[src/rtl/pwm_decoder.sv]
// pwm_decoder: recovers the level word of a fixed-period PWM stream by counting
// high samples over each free-running 2^WIDTH-clock window.
module pwm_decoder #(
   parameter int WIDTH       = 8,
   parameter bit INVERT      = 1'b0,
   parameter int SYNC_STAGES = 2
) (
   input  logic             clk,
   input  logic             reset_n,
   input  logic             pwm_in,
   output logic [WIDTH-1:0] level,
   output logic             valid,
   output logic             full,
   output logic             stable
);
   logic [SYNC_STAGES-1:0] r_sync;
   logic [WIDTH-1:0]       r_win;
   logic [WIDTH:0]         r_cnt;
   logic [WIDTH:0]         r_prev;
   logic                   r_done;
   logic                   w_sample;
   assign w_sample = r_sync[SYNC_STAGES-1] ^ INVERT;
   // r_prev resets to all ones, a count no window can reach, so the first capture is never stable
   always_ff @(posedge clk or negedge reset_n)
      if (!reset_n) begin
         r_sync <= '0;
         r_win  <= '0;
         r_cnt  <= '0;
         r_prev <= '1;
         r_done <= 1'b0;
         level  <= '0;
         valid  <= 1'b0;
         full   <= 1'b0;
         stable <= 1'b0;
      end else begin
         r_sync <= {r_sync[SYNC_STAGES-2:0], pwm_in};
         r_win  <= r_win + 1'b1;
         r_cnt  <= (r_win == '0) ? {{WIDTH{1'b0}}, w_sample} : r_cnt + {{WIDTH{1'b0}}, w_sample};
         r_done <= &r_win;
         valid  <= r_done;
         if (r_done) begin
            level  <= r_cnt[WIDTH] ? '1 : r_cnt[WIDTH-1:0];
            full   <= r_cnt[WIDTH];
            stable <= (r_cnt == r_prev);
            r_prev <= r_cnt;
         end
      end
endmodule

[config.mk]
export PLATFORM = sky130hd
export DESIGN_NAME = pwm_decoder
export DESIGN_NICKNAME = d
export VERILOG_FILES = /design/src/rtl/pwm_decoder.sv
export SDC_FILE = /design/constraint.sdc
export NUM_CORES = 1
export LEC_CHECK = 0
export BUFFER_PORTS_ARGS = -buffer_cell sky130_fd_sc_hd__clkbuf_2
export CORE_UTILIZATION = 30
export DETAILED_ROUTE_END_ITERATION = 12
export PLACE_DENSITY = 0.44
export SYNTH_ARGS = -nofsm -noshare
export SYNTH_HDL_FRONTEND = slang
export SYNTH_SLANG_ARGS = --single-unit
[constraint.sdc]
create_clock -name clk -period 3.7 [get_ports clk]
set_input_delay 0.37 -clock clk [delete_from_list [all_inputs] [get_ports clk]]
set_output_delay 0.37 -clock clk [all_outputs]
set_load 0.005 [all_outputs]
==> flow_summary.json, run 1 <==
{
  "status": "completed",
  "pleak_nw": 0.847,
  "fraction_of_final_layout_cells_with_drive_strength_greater_than_1": 0.255,
  "clkSlewWorstSetupHoldPaths_ns": 0.07,
  "antenna_cell_count": 0,
  "die_width_um": 77.4,
  "critical_path_required_ns": 3.87,
  "routed_length_per_instance_um": 12.2,
  "unrepaired_setup_endpoints_after_global_routing": "false",
  "worstSkewPairLatency_ns": 0.29,
  "utilization": 0.350,
  "synthFlopType": "sky130_fd_sc_hd__dfrtp_1",
  "sequential_share_of_the_synthesized_area": 0.594,
  "crit_path_max_fanout": 9,
  "grt_overflow": 0,
  "cts_buffers": 5,
  "drt_iter0_markers": 57,
  "gp_congestion": 0.765,
  "yosys_warnings": 0,
  "power_per_cell_area_nw_per_um2": 508,
  "synthMostInstantiatedCell": "sky130_fd_sc_hd__dfrtp_1",
  "placement.cell_area_um2": 1840,
  "multi_input_comb_area_um2": 647,
  "grt_pass1_vias": 1000,
  "count_of_endpoints_failing_setup_in_the_final_report": 0,
  "finalMaxSlewViolations": 0,
  "cts.repair_timing.setup_buffer_count": 0,
  "critical_path.n_buffers_inverters": 1,
  "maxCapViolations": 0,
  "fillCellCount": 556,
  "post_synth.cell_area_avg_um2": 11.7,
  "clkSinkCount": 40,
  "finalInstanceArea_um2": 1930,
  "synth.distinct_cells": 22,
  "drt_drc_violations_left": 0,
  "dieHeight_um": 77.4,
  "ys_top_cells_by_count": "sky130_fd_sc_hd__dfrtp_1, sky130_fd_sc_hd__nor2_1, sky130_fd_sc_hd__xnor2_1",
  "cts.path.max_buffers": 2,
  "timing.slew.headroom": 0.349,
  "synth.ff_latch_count": 40,
  "layout_worst_path_cycle_share": 0.538,
  "die_area_um2": 5990,
  "cp.depth": 5,
  "gr-usage-all-layers": 0.110,
  "synth-xor-area-share": 0.0925,
  "vias": 1059,
  "cpPeakStageDelay_ns": 0.47,
  "start_kind": "flop",
  "count_of_standard_cell_rows": 27,
  "synthesis.nets": 153,
  "synthesis.area_um2": 1700,
  "worst_path_dominant_cell_family": "simple AND/OR/NAND/NOR gates",
  "synth.top_cell.area_share": 0.455,
  "root_driver": "sky130_fd_sc_hd__clkbuf_8",
  "cell_with_the_largest_stage_delay_on_the_worst_path": "sky130_fd_sc_hd__or4b_4",
  "fp.coreArea_um2": 5510,
  "nets": 167,
  "clock.fmax_ghz": 0.502,
  "worstHoldPathCells": 1,
  "rr_worst_depth": 5,
  "grt_antenna_before_repair": 0,
  "drt_first_pass_iters": 3,
  "total_power_w": 0.000979,
  "fin_tns_setup_ns": 0,
  "synth-adder-area-share": 0.0294,
  "grt_pass1_wl_um": 4970,
  "yosys.area.top_type": "sky130_fd_sc_hd__dfrtp_1",
  "route.final.wire_length_um": 2850,
  "cts-hold-fix-buffers": 0,
  "postCtsResizedCells": 0,
  "critical_path_class": "flop to flop",
  "port_buffers": 13,
  "tritoncts": "yes",
  "post_synthesis_compound_gate_area_fraction": 0.0580,
  "critical_path.cell_chain": "inv_1 -> ha_1 -> or4b_4 -> nor4_4 -> mux2_4",
  "worst_ir_drop_vdd_mv": 0.147,
  "synth_enable_flop_cells": 0,
  "largest_family_of_logic_cells_by_synthesized_area": "simple AND/OR/NAND/NOR gates",
  "synthCells": 146,
  "yosys.area_share.simple": 0.138,
  "post-route-min-period_ns": 1.99,
  "synth-async-reset-ratio": 1.00,
  "dpl.hpwl_um": 1960,
  "sequential_cell_area_um2": 1010,
  "clock_tree.htree_level_count": 2,
  "floorplan.initialDensity": 0.309,
  "min_path_type": "primary input to flop",
  "post_drt_via_cell_ratio": 4.55,
  "report.final.hold_viol_count": 0,
  "timing.critical_path.arrival_ns": 2.16,
  "endpoint_kind": "flop",
  "worst_clock_skew_ns": 0.00420,
  "synthTopCellsByArea": "sky130_fd_sc_hd__dfrtp_1, sky130_fd_sc_hd__dfstp_2, sky130_fd_sc_hd__xnor2_1",
  "pin_count": 14,
  "tightestPinTransition_ns": 0.977,
  "grt_start_max_net_pins": 41,
  "flow.area_growth_from_synthesis_pct": 13.1,
  "yosys-mux-area-fraction": 0.0617,
  "route.antenna.remaining_nets": 0
}
cells in the final DEF, fill, tap and decap left out, drive strengths merged:
cell,n
dfrtp,31
clkbuf,21
nor2,20
xnor2,15
a21oi,12
dfstp,9
mux2,9
o21ai,6
inv,6
nand3,5
nand2,5
nand4,5
or3,4
ha,4
xor2,3
and3,1
and4,1
or4b,1
nor4,1
and2b,1
o32ai,1
stage by stage:
stage	worst slack (ns)	std cells	hold slack [ns]
after floorplan	1.89	146	0.0744
after detailed placement	1.69	225	0.336
after CTS	1.68	233	0.187
final	1.71	233	0.204
after global routing	1.60	233	0.184
after global placement	1.77	225	0.332
flip-flops by register name, indices dropped and copies added, names as in the netlist, 2 cells and up:
name	flops
level	8
r_win	8
r_prev	9
r_sync	2
r_cnt	9
cell type report:
| cell class | instances | area share |
|---|---|---|
| inverter | 6 | 0.0117 |
| multi-input combinational | 94 | 0.336 |
| clock buffer | 8 | 0.0468 |
| timing repair buffer | 13 | 0.0338 |
| tap | 72 | 0.0468 |
| sequential | 40 | 0.525 |
worst paths after layout:
check / slack (ns) / end / from
setup / recovery: 1.71 / r_cnt[0]$_DFF_PN0_ / r_win[0]$_DFF_PN0_
hold / removal: 0.20 / r_sync[0]$_DFF_PN0_ / pwm_in
setup reg to reg: 1.71 / r_cnt[0]$_DFF_PN0_ / r_win[0]$_DFF_PN0_
hold reg to reg: 0.35 / r_sync[1]$_DFF_PN0_ / r_sync[0]$_DFF_PN0_
max in group asynchronous: 2.86 / valid$_DFF_PN0_ / reset_n
min in group asynchronous: 0.22 / stable$_DFFE_PN0P_ / reset_n
logic make-up (layout without fill, tap and decap cells):
group,after synthesis,count (layout)
xor gates and xnor gates,18,18
DFF,40,40
adders and majority gates,4,4
muxes,9,9
and+or+nand+nor,44,44
AOI/OAI and AO/OA,19,19
buffers and inverters,12,27
per-layer routing:
metal  vias to the layer above  part of all wire  track usage
met5                         -                 0            0
met2                        15              0.47        0.166
li1                        519                 -            -
met1                       519              0.47        0.144
met3                         6             0.039       0.0353
met4                         0             0.018       0.0509
where the power goes:
part	switching [W]	internal, W
registers	0.0000694	0.000474
logic	0.0000683	0.0000742
clock network	0.000141	0.000152
Note: power is estimated with default switching activity, not from simulation.
==> run 2: changes to the inputs <==
--- a/config.mk
+++ b/config.mk
@@ -5,10 +5,11 @@
 export SDC_FILE = /design/constraint.sdc
 export NUM_CORES = 1
 export LEC_CHECK = 0
+export ABC_AREA = 1
 export BUFFER_PORTS_ARGS = -buffer_cell sky130_fd_sc_hd__clkbuf_2
 export CORE_UTILIZATION = 30
 export DETAILED_ROUTE_END_ITERATION = 12
-export PLACE_DENSITY = 0.44
+export PLACE_DENSITY = 0.45
 export SYNTH_ARGS = -nofsm -noshare
 export SYNTH_HDL_FRONTEND = slang
 export SYNTH_SLANG_ARGS = --single-unit
==> constraint.sdc (replaced) <==
create_clock -name clk -period 1.82 [get_ports clk]
set_input_delay 0.182 -clock clk [delete_from_list [all_inputs] [get_ports clk]]
set_output_delay 0.182 -clock clk [all_outputs]
set_load 0.005 [all_outputs]
==> run 2 against run 1 <==
- critical path depth increased by 2
- critical endpoint is now r_cnt[8]$_DFF_PN0_
- register-to-register slack worse by 1.3 ns
- hold slack better by 0.15 ns
- first-iteration DRC count is the same
- design area rose by 6.4%
==> flow_summary.json, run 2 <==
{
  "synth.distinct_cells": 24,
  "timing.critical_path.arrival_ns": 1.55,
  "status": "completed",
  "finalInstanceArea_um2": 2050,
  "synth.top_cell.area_share": 0.434,
  "floorplan.initialDensity": 0.318,
  "fp.coreArea_um2": 5610,
  "grt_pass1_vias": 1242,
  "synthTopCellsByArea": "sky130_fd_sc_hd__dfrtp_1, sky130_fd_sc_hd__dfstp_2, sky130_fd_sc_hd__nand2_1",
  "tritoncts": "yes",
  "pin_count": 14,
  "yosys.area.top_type": "sky130_fd_sc_hd__dfrtp_1",
  "synth_enable_flop_cells": 0,
  "yosys_warnings": 0,
  "post-route-min-period_ns": 1.37,
  "synthFlopType": "sky130_fd_sc_hd__dfrtp_1",
  "cts.repair_timing.setup_buffer_count": 0,
  "report.final.hold_viol_count": 0,
  "count_of_endpoints_failing_setup_in_the_final_report": 0,
  "endpoint_kind": "flop",
  "gp_congestion": 0.690,
  "grt_pass1_wl_um": 5910,
  "fraction_of_final_layout_cells_with_drive_strength_greater_than_1": 0.210,
  "synthesis.nets": 205,
  "synthCells": 198,
  "finalMaxSlewViolations": 0,
  "drt_iter0_markers": 57,
  "routing_usage_on_met2": 0.178,
  "dieHeight_um": 79.1,
  "clkSlewWorstSetupHoldPaths_ns": 0.08,
  "gr-usage-all-layers": 0.126,
  "timing.slew.headroom": 0.639,
  "start_kind": "flop",
  "routed_length_per_instance_um": 11.4,
  "synth-adder-area-share": 0.0280,
  "cts_buffers": 5,
  "worst_ir_drop_vdd_mv": 0.456,
  "antenna_cell_count": 0,
  "sequential_share_of_the_synthesized_area": 0.567,
  "critical_path_class": "flop to flop",
  "route.final.wire_length_um": 3310,
  "die_width_um": 79.1,
  "flow.area_growth_from_synthesis_pct": 14.9,
  "fin_tns_setup_ns": 0,
  "top_library_cells_by_usage_in_the_layout_fill_and_taps_aside": "sky130_fd_sc_hd__nand2_1, sky130_fd_sc_hd__dfrtp_1, sky130_fd_sc_hd__inv_1, sky130_fd_sc_hd__nor2_1, sky130_fd_sc_hd__clkbuf_2",
  "drt_drc_violations_left": 0,
  "yosys-mux-area-fraction": 0,
  "dpl.hpwl_um": 2320,
  "grt_antenna_before_repair": 0,
  "post_drt_via_cell_ratio": 4.33,
  "synthMostInstantiatedCell": "sky130_fd_sc_hd__nand2_1",
  "post_synthesis_compound_gate_area_fraction": 0.0645,
  "die_area_um2": 6260,
  "layout_commonest_cell": "sky130_fd_sc_hd__nand2_1",
  "count_of_standard_cell_rows": 27,
  "cts.path.max_buffers": 2,
  "ys_top_cells_by_count": "sky130_fd_sc_hd__nand2_1, sky130_fd_sc_hd__dfrtp_1, sky130_fd_sc_hd__inv_1",
  "crit_path_max_fanout": 4,
  "layout_worst_path_cycle_share": 0.750,
  "worst_clock_skew_ns": 0.00679,
  "synth-xor-area-share": 0.0196,
  "maxCapViolations": 0,
  "tightestPinTransition_ns": 0.542,
  "cts-hold-fix-buffers": 2,
  "global_route.peak_usage_layer": "met2",
  "synth.ff_latch_count": 40,
  "unrepaired_setup_endpoints_after_global_routing": "false",
  "nets": 225,
  "grt_start_max_net_pins": 41,
  "min_path_type": "flop to flop",
  "power_per_cell_area_nw_per_um2": 999,
  "synth-async-reset-ratio": 1.00,
  "clkSinkCount": 40,
  "grt.met3_usage": 0.0345,
  "pleak_nw": 1.03,
  "grtUsageMet1": 0.176,
  "vias": 1261,
  "yosys.area_share.simple": 0.256,
  "clock.fmax_ghz": 0.733,
  "worstSkewPairLatency_ns": 0.29,
  "clock_tree.htree_level_count": 2,
  "postCtsResizedCells": 0,
  "synthesis.area_um2": 1790,
  "largest_family_of_logic_cells_by_synthesized_area": "simple AND/OR/NAND/NOR gates",
  "reg_top3": "r_cnt: 9 flops, r_prev: 9 flops",
  "grt_overflow": 0,
  "critical_path_required_ns": 2.01,
  "port_buffers": 13,
  "post_synth.cell_area_avg_um2": 9.02,
  "root_driver": "sky130_fd_sc_hd__clkbuf_8",
  "route.antenna.remaining_nets": 0,
  "placement.cell_area_um2": 1930,
  "drt_first_pass_iters": 4
}
## run 2: changes by cell type after synthesis, sizes merged, moves of 6 or more
| cell | previous run | this run |
|---|---|---|
| nand2 | 5 | 57 |
| nand3 | 5 | 15 |
| xnor2 | 15 | 0 |
| o21ai | 6 | 13 |
| inv | 6 | 27 |
| mux2 | 9 | 0 |
| clkbuf | 6 | 0 |
## run 2: worst max-delay path, cell delays in order (launching register included)
cell	delay [ns]
sky130_fd_sc_hd__dfrtp_1	0.40
sky130_fd_sc_hd__ha_1	0.21
sky130_fd_sc_hd__ha_1	0.22
sky130_fd_sc_hd__nand3_2	0.14
sky130_fd_sc_hd__inv_1	0.10
sky130_fd_sc_hd__nand4_1	0.07
sky130_fd_sc_hd__nand2_1	0.09
sky130_fd_sc_hd__nor2_2	0.04
## run 2: layout make-up
class | instances | area, um2
clock buffers | 6 | 82.6
clock inverters | 2 | 15.0
fillers | 599 | 3560
inverters | 27 | 101
multi-input cells | 128 | 657
flip-flops and latches | 40 | 1010
well taps | 72 | 90.1
repair buffers | 16 | 92.6
## run 2: where the power goes
part | internal, W | switching [W] | total [W]
clock | 0.000307 | 0.000318 | 0.000625
combinational | 0.000126 | 0.000205 | 0.000331
sequential | 0.000970 | 0.000122 | 0.00109
## run 2: worst paths after layout
check	end	start	cells after the start	slack, ns
worst max-delay path	r_cnt[8]$_DFF_PN0_	r_cnt[0]$_DFF_PN0_	7	0.45
worst min-delay path	r_sync[1]$_DFF_PN0_	r_sync[0]$_DFF_PN0_	0	0.35
worst max register to register	r_cnt[8]$_DFF_PN0_	r_cnt[0]$_DFF_PN0_	7	0.45
worst min register to register	r_sync[1]$_DFF_PN0_	r_sync[0]$_DFF_PN0_	0	0.35
max in group asynchronous	r_prev[7]$_DFFE_PN1P_	reset_n	3	0.97
min in group asynchronous	level[5]$_DFFE_PN0P_	reset_n	3	0.48
## run 2: metal layers
| metal | share of wire | up-vias |
|---|---|---|
| li1 | - | 655 |
| met1 | 0.52 | 584 |
| met2 | 0.43 | 17 |
| met3 | 0.032 | 5 |
| met4 | 0.016 | 0 |
| met5 | 0 | - |
## run 2: cell families (layout without fill, tap and decap cells)
group           count (synthesis)  after routing
xor+xnor                        4              4
compound gates                 21             21
buf+inv                        30             51
flops                          40             40
fa+ha+maj                       4              4
simple gates                   99             99
## run 2: through the flow
stage	setup WS (ns)	hold WS, ns	power [W]	instances	util
after floorplan	0.560	-0.114	0.00134	198	-
after global placement	0.462	0.282	0.00144	281	0.345
after detailed placement	0.442	0.282	0.00144	281	0.345
after CTS	0.415	0.352	0.00209	291	0.366
after global routing	0.273	0.360	0.00220	291	0.366
final	0.455	0.351	0.00205	291	0.366
==> run 3: changes to the inputs <==
--- a/config.mk
+++ b/config.mk
@@ -5,11 +5,11 @@
 export SDC_FILE = /design/constraint.sdc
 export NUM_CORES = 1
 export LEC_CHECK = 0
-export ABC_AREA = 1
+export ABC_AREA = 0
 export BUFFER_PORTS_ARGS = -buffer_cell sky130_fd_sc_hd__clkbuf_2
 export CORE_UTILIZATION = 30
 export DETAILED_ROUTE_END_ITERATION = 12
-export PLACE_DENSITY = 0.45
+export PLACE_DENSITY = 0.44
 export SYNTH_ARGS = -nofsm -noshare
 export SYNTH_HDL_FRONTEND = slang
 export SYNTH_SLANG_ARGS = --single-unit
==> constraint.sdc (replaced) <==
create_clock -name clk -period 1.3 [get_ports clk]
set_input_delay 0.13 -clock clk [delete_from_list [all_inputs] [get_ports clk]]
set_output_delay 0.13 -clock clk [all_outputs]
set_load 0.005 [all_outputs]
==> run 3 against run 2 <==
- the run now ends with setup timing left
- combinational power rose by 69%
- setup slack got worse by 0.84 ns
- sequential power rose by 39%
- die area fell by 4.4%
- wire length fell by 4.6%
- fmax fell by 19%
- clock power rose by 39%
- flip-flop and latch count did not move
- count of clock-buffer cells in the layout did not move
- design area rose by 4.3%
- utilization rose by 2.3 points
- non-clock buffer count rose by 15
- critical path type unchanged
- largest cell class unchanged
==> flow_summary.json, run 3 (synthesis gave the netlist of run 1 again) <==
{
  "status": "finished, violations left",
  "failing_checks": "setup timing",
  "drt_drc_violations_left": 0,
  "worst_clock_skew_ns": 0.00808,
  "routed_length_per_instance_um": 12.6,
  "worst_ir_drop_vdd_mv": 0.529,
  "grtUsageMet1": 0.118,
  "layout_setup_ws_ns": -0.388,
  "top_library_cells_by_usage_in_the_layout_fill_and_taps_aside": "sky130_fd_sc_hd__dfrtp_1, sky130_fd_sc_hd__nor2_1, sky130_fd_sc_hd__buf_4, sky130_fd_sc_hd__xnor2_1, sky130_fd_sc_hd__clkbuf_2",
  "min_path_type": "primary input to async pin",
  "cts_buffers": 5,
  "grt_overflow": 0,
  "start_kind": "flop",
  "vias": 1143,
  "count_of_endpoints_failing_setup_in_the_final_report": 9,
  "maxCapViolations": 0,
  "gp_congestion": 0.724,
  "rr_worst_depth": 5,
  "fin_tns_setup_ns": -3.00,
  "critical_path_required_ns": 1.48,
  "fp.coreArea_um2": 5510,
  "layout_worst_path_cycle_share": 1.30,
  "grt_pass1_wl_um": 5190,
  "post_drt_via_cell_ratio": 4.55,
  "finalMaxSlewViolations": 0,
  "drt_first_pass_iters": 4,
  "post-route-min-period_ns": 1.69,
  "tightestPinTransition_ns": 0.285,
  "floorplan.initialDensity": 0.309,
  "timing.slew.headroom": 0.810,
  "crit_path_max_fanout": 3,
  "pleak_nw": 0.949,
  "finalInstanceArea_um2": 2140,
  "route.final.wire_length_um": 3150,
  "die_width_um": 77.4,
  "flow.area_growth_from_synthesis_pct": 25.6,
  "tritoncts": "yes",
  "clock.fmax_ghz": 0.592,
  "r2r_setup_slack_ns": -0.39,
  "gr-usage-all-layers": 0.115,
  "root_driver": "sky130_fd_sc_hd__clkbuf_8",
  "drt_iter0_markers": 57,
  "worstSkewPairLatency_ns": 0.29,
  "pin_count": 14,
  "power_per_cell_area_nw_per_um2": 1370,
  "unrepaired_setup_endpoints_after_global_routing": "true",
  "grt.met3_usage": 0.0388,
  "routing_usage_on_met2": 0.205,
  "dieHeight_um": 77.4,
  "route.antenna.remaining_nets": 0,
  "nets": 185,
  "clkSlewWorstSetupHoldPaths_ns": 0.08,
  "layout_commonest_cell": "sky130_fd_sc_hd__dfrtp_1",
  "endpoint_kind": "flop",
  "clock_tree.htree_level_count": 2,
  "place_inst": 239,
  "critical_path_class": "flop to flop",
  "grt_pass1_vias": 1150,
  "global_route.peak_usage_layer": "met2",
  "report.final.hold_viol_count": 0,
  "port_buffers": 13,
  "die_area_um2": 5990,
  "count_of_standard_cell_rows": 27,
  "antenna_cell_count": 0,
  "fraction_of_final_layout_cells_with_drive_strength_greater_than_1": 0.374,
  "timing.critical_path.arrival_ns": 1.87,
  "reg_top3": "r_cnt: 9 flops, r_prev: 9 flops",
  "fillCellCount": 543,
  "placement.cell_area_um2": 1970,
  "grt_antenna_before_repair": 0,
  "dpl.hpwl_um": 2170,
  "instances_no_fill": 251,
  "preCtsSetupSlack_ns": -0.409,
  "cts.path.max_buffers": 2,
  "reg2reg_to": "r_cnt[0]$_DFF_PN0_",
  "rr_startpoint": "r_win[0]$_DFF_PN0_",
  "clkSinkCount": 40,
  "final.hold.worst_slack_ns": 0.335,
  "grt_start_max_net_pins": 41
}
[run 3: final cells by class]
| type | count | area (um2) | share of cell area |
|---|---|---|---|
| inverter | 6 | 22.5 | 0.0105 |
| clock buffer | 6 | 82.6 | 0.0386 |
| clock inverter | 2 | 15.0 | 0.00702 |
| timing repair buffer | 31 | 230 | 0.108 |
| sequential | 40 | 1010 | 0.473 |
| tap | 72 | 90.1 | 0.0421 |
| multi-input combinational | 94 | 687 | 0.321 |
[run 3: how the worst max path moves through the flow]
stage                        from                 end  slack (ns)  cells after the start
2_1_floorplan  r_win[0]$_DFF_PN0_  r_cnt[0]$_DFF_PN0_       -0.51                      5
3_3_place_gp   r_win[0]$_DFF_PN0_  r_cnt[0]$_DFF_PN0_       -0.36                      5
3_5_place_dp   r_win[0]$_DFF_PN0_  r_cnt[0]$_DFF_PN0_       -0.41                      5
4_1_cts        r_win[0]$_DFF_PN0_  r_cnt[0]$_DFF_PN0_       -0.41                      5
5_1_grt        r_win[0]$_DFF_PN0_  r_cnt[0]$_DFF_PN0_       -0.48                      5
6_report       r_win[0]$_DFF_PN0_  r_cnt[0]$_DFF_PN0_       -0.39                      5
[run 3: metrics by stage]
step / utilization / power, W
floorplan: - / 0.00185
global placement: 0.357 / 0.00203
detailed placement: 0.357 / 0.00205
CTS: 0.380 / 0.00293
global route: 0.389 / 0.00314
finish: 0.389 / 0.00293
[run 3: power breakdown]
group	switching [W]	total (W)	internal (W)
clock network	0.000440	0.000869	0.000429
registers	0.000157	0.00151	0.00135
logic	0.000262	0.000559	0.000297
[run 3: metal layers]
metal	wire, um	up-vias
li1	-	552
met1	1290	562
met2	1680	21
met3	110	8
met4	76	0
met5	0	-
[run 3: worst max-delay path, stage by stage (launching register included)]
cell	delay [ns]
sky130_fd_sc_hd__dfrtp_1	0.39
sky130_fd_sc_hd__inv_2	0.09
sky130_fd_sc_hd__ha_4	0.13
sky130_fd_sc_hd__or4b_4	0.46
sky130_fd_sc_hd__nor4_4	0.20
sky130_fd_sc_hd__mux2_4	0.32
[run 3: repair_timing]
item                                    CTS  global route
resized for setup                         1             8
endpoints found under the setup margin    9            11
gates cloned                              0             0
hold buffers                              2             0
endpoints found under the hold margin    32             0
buffers inserted                          1             1
pin swaps                                 0             1
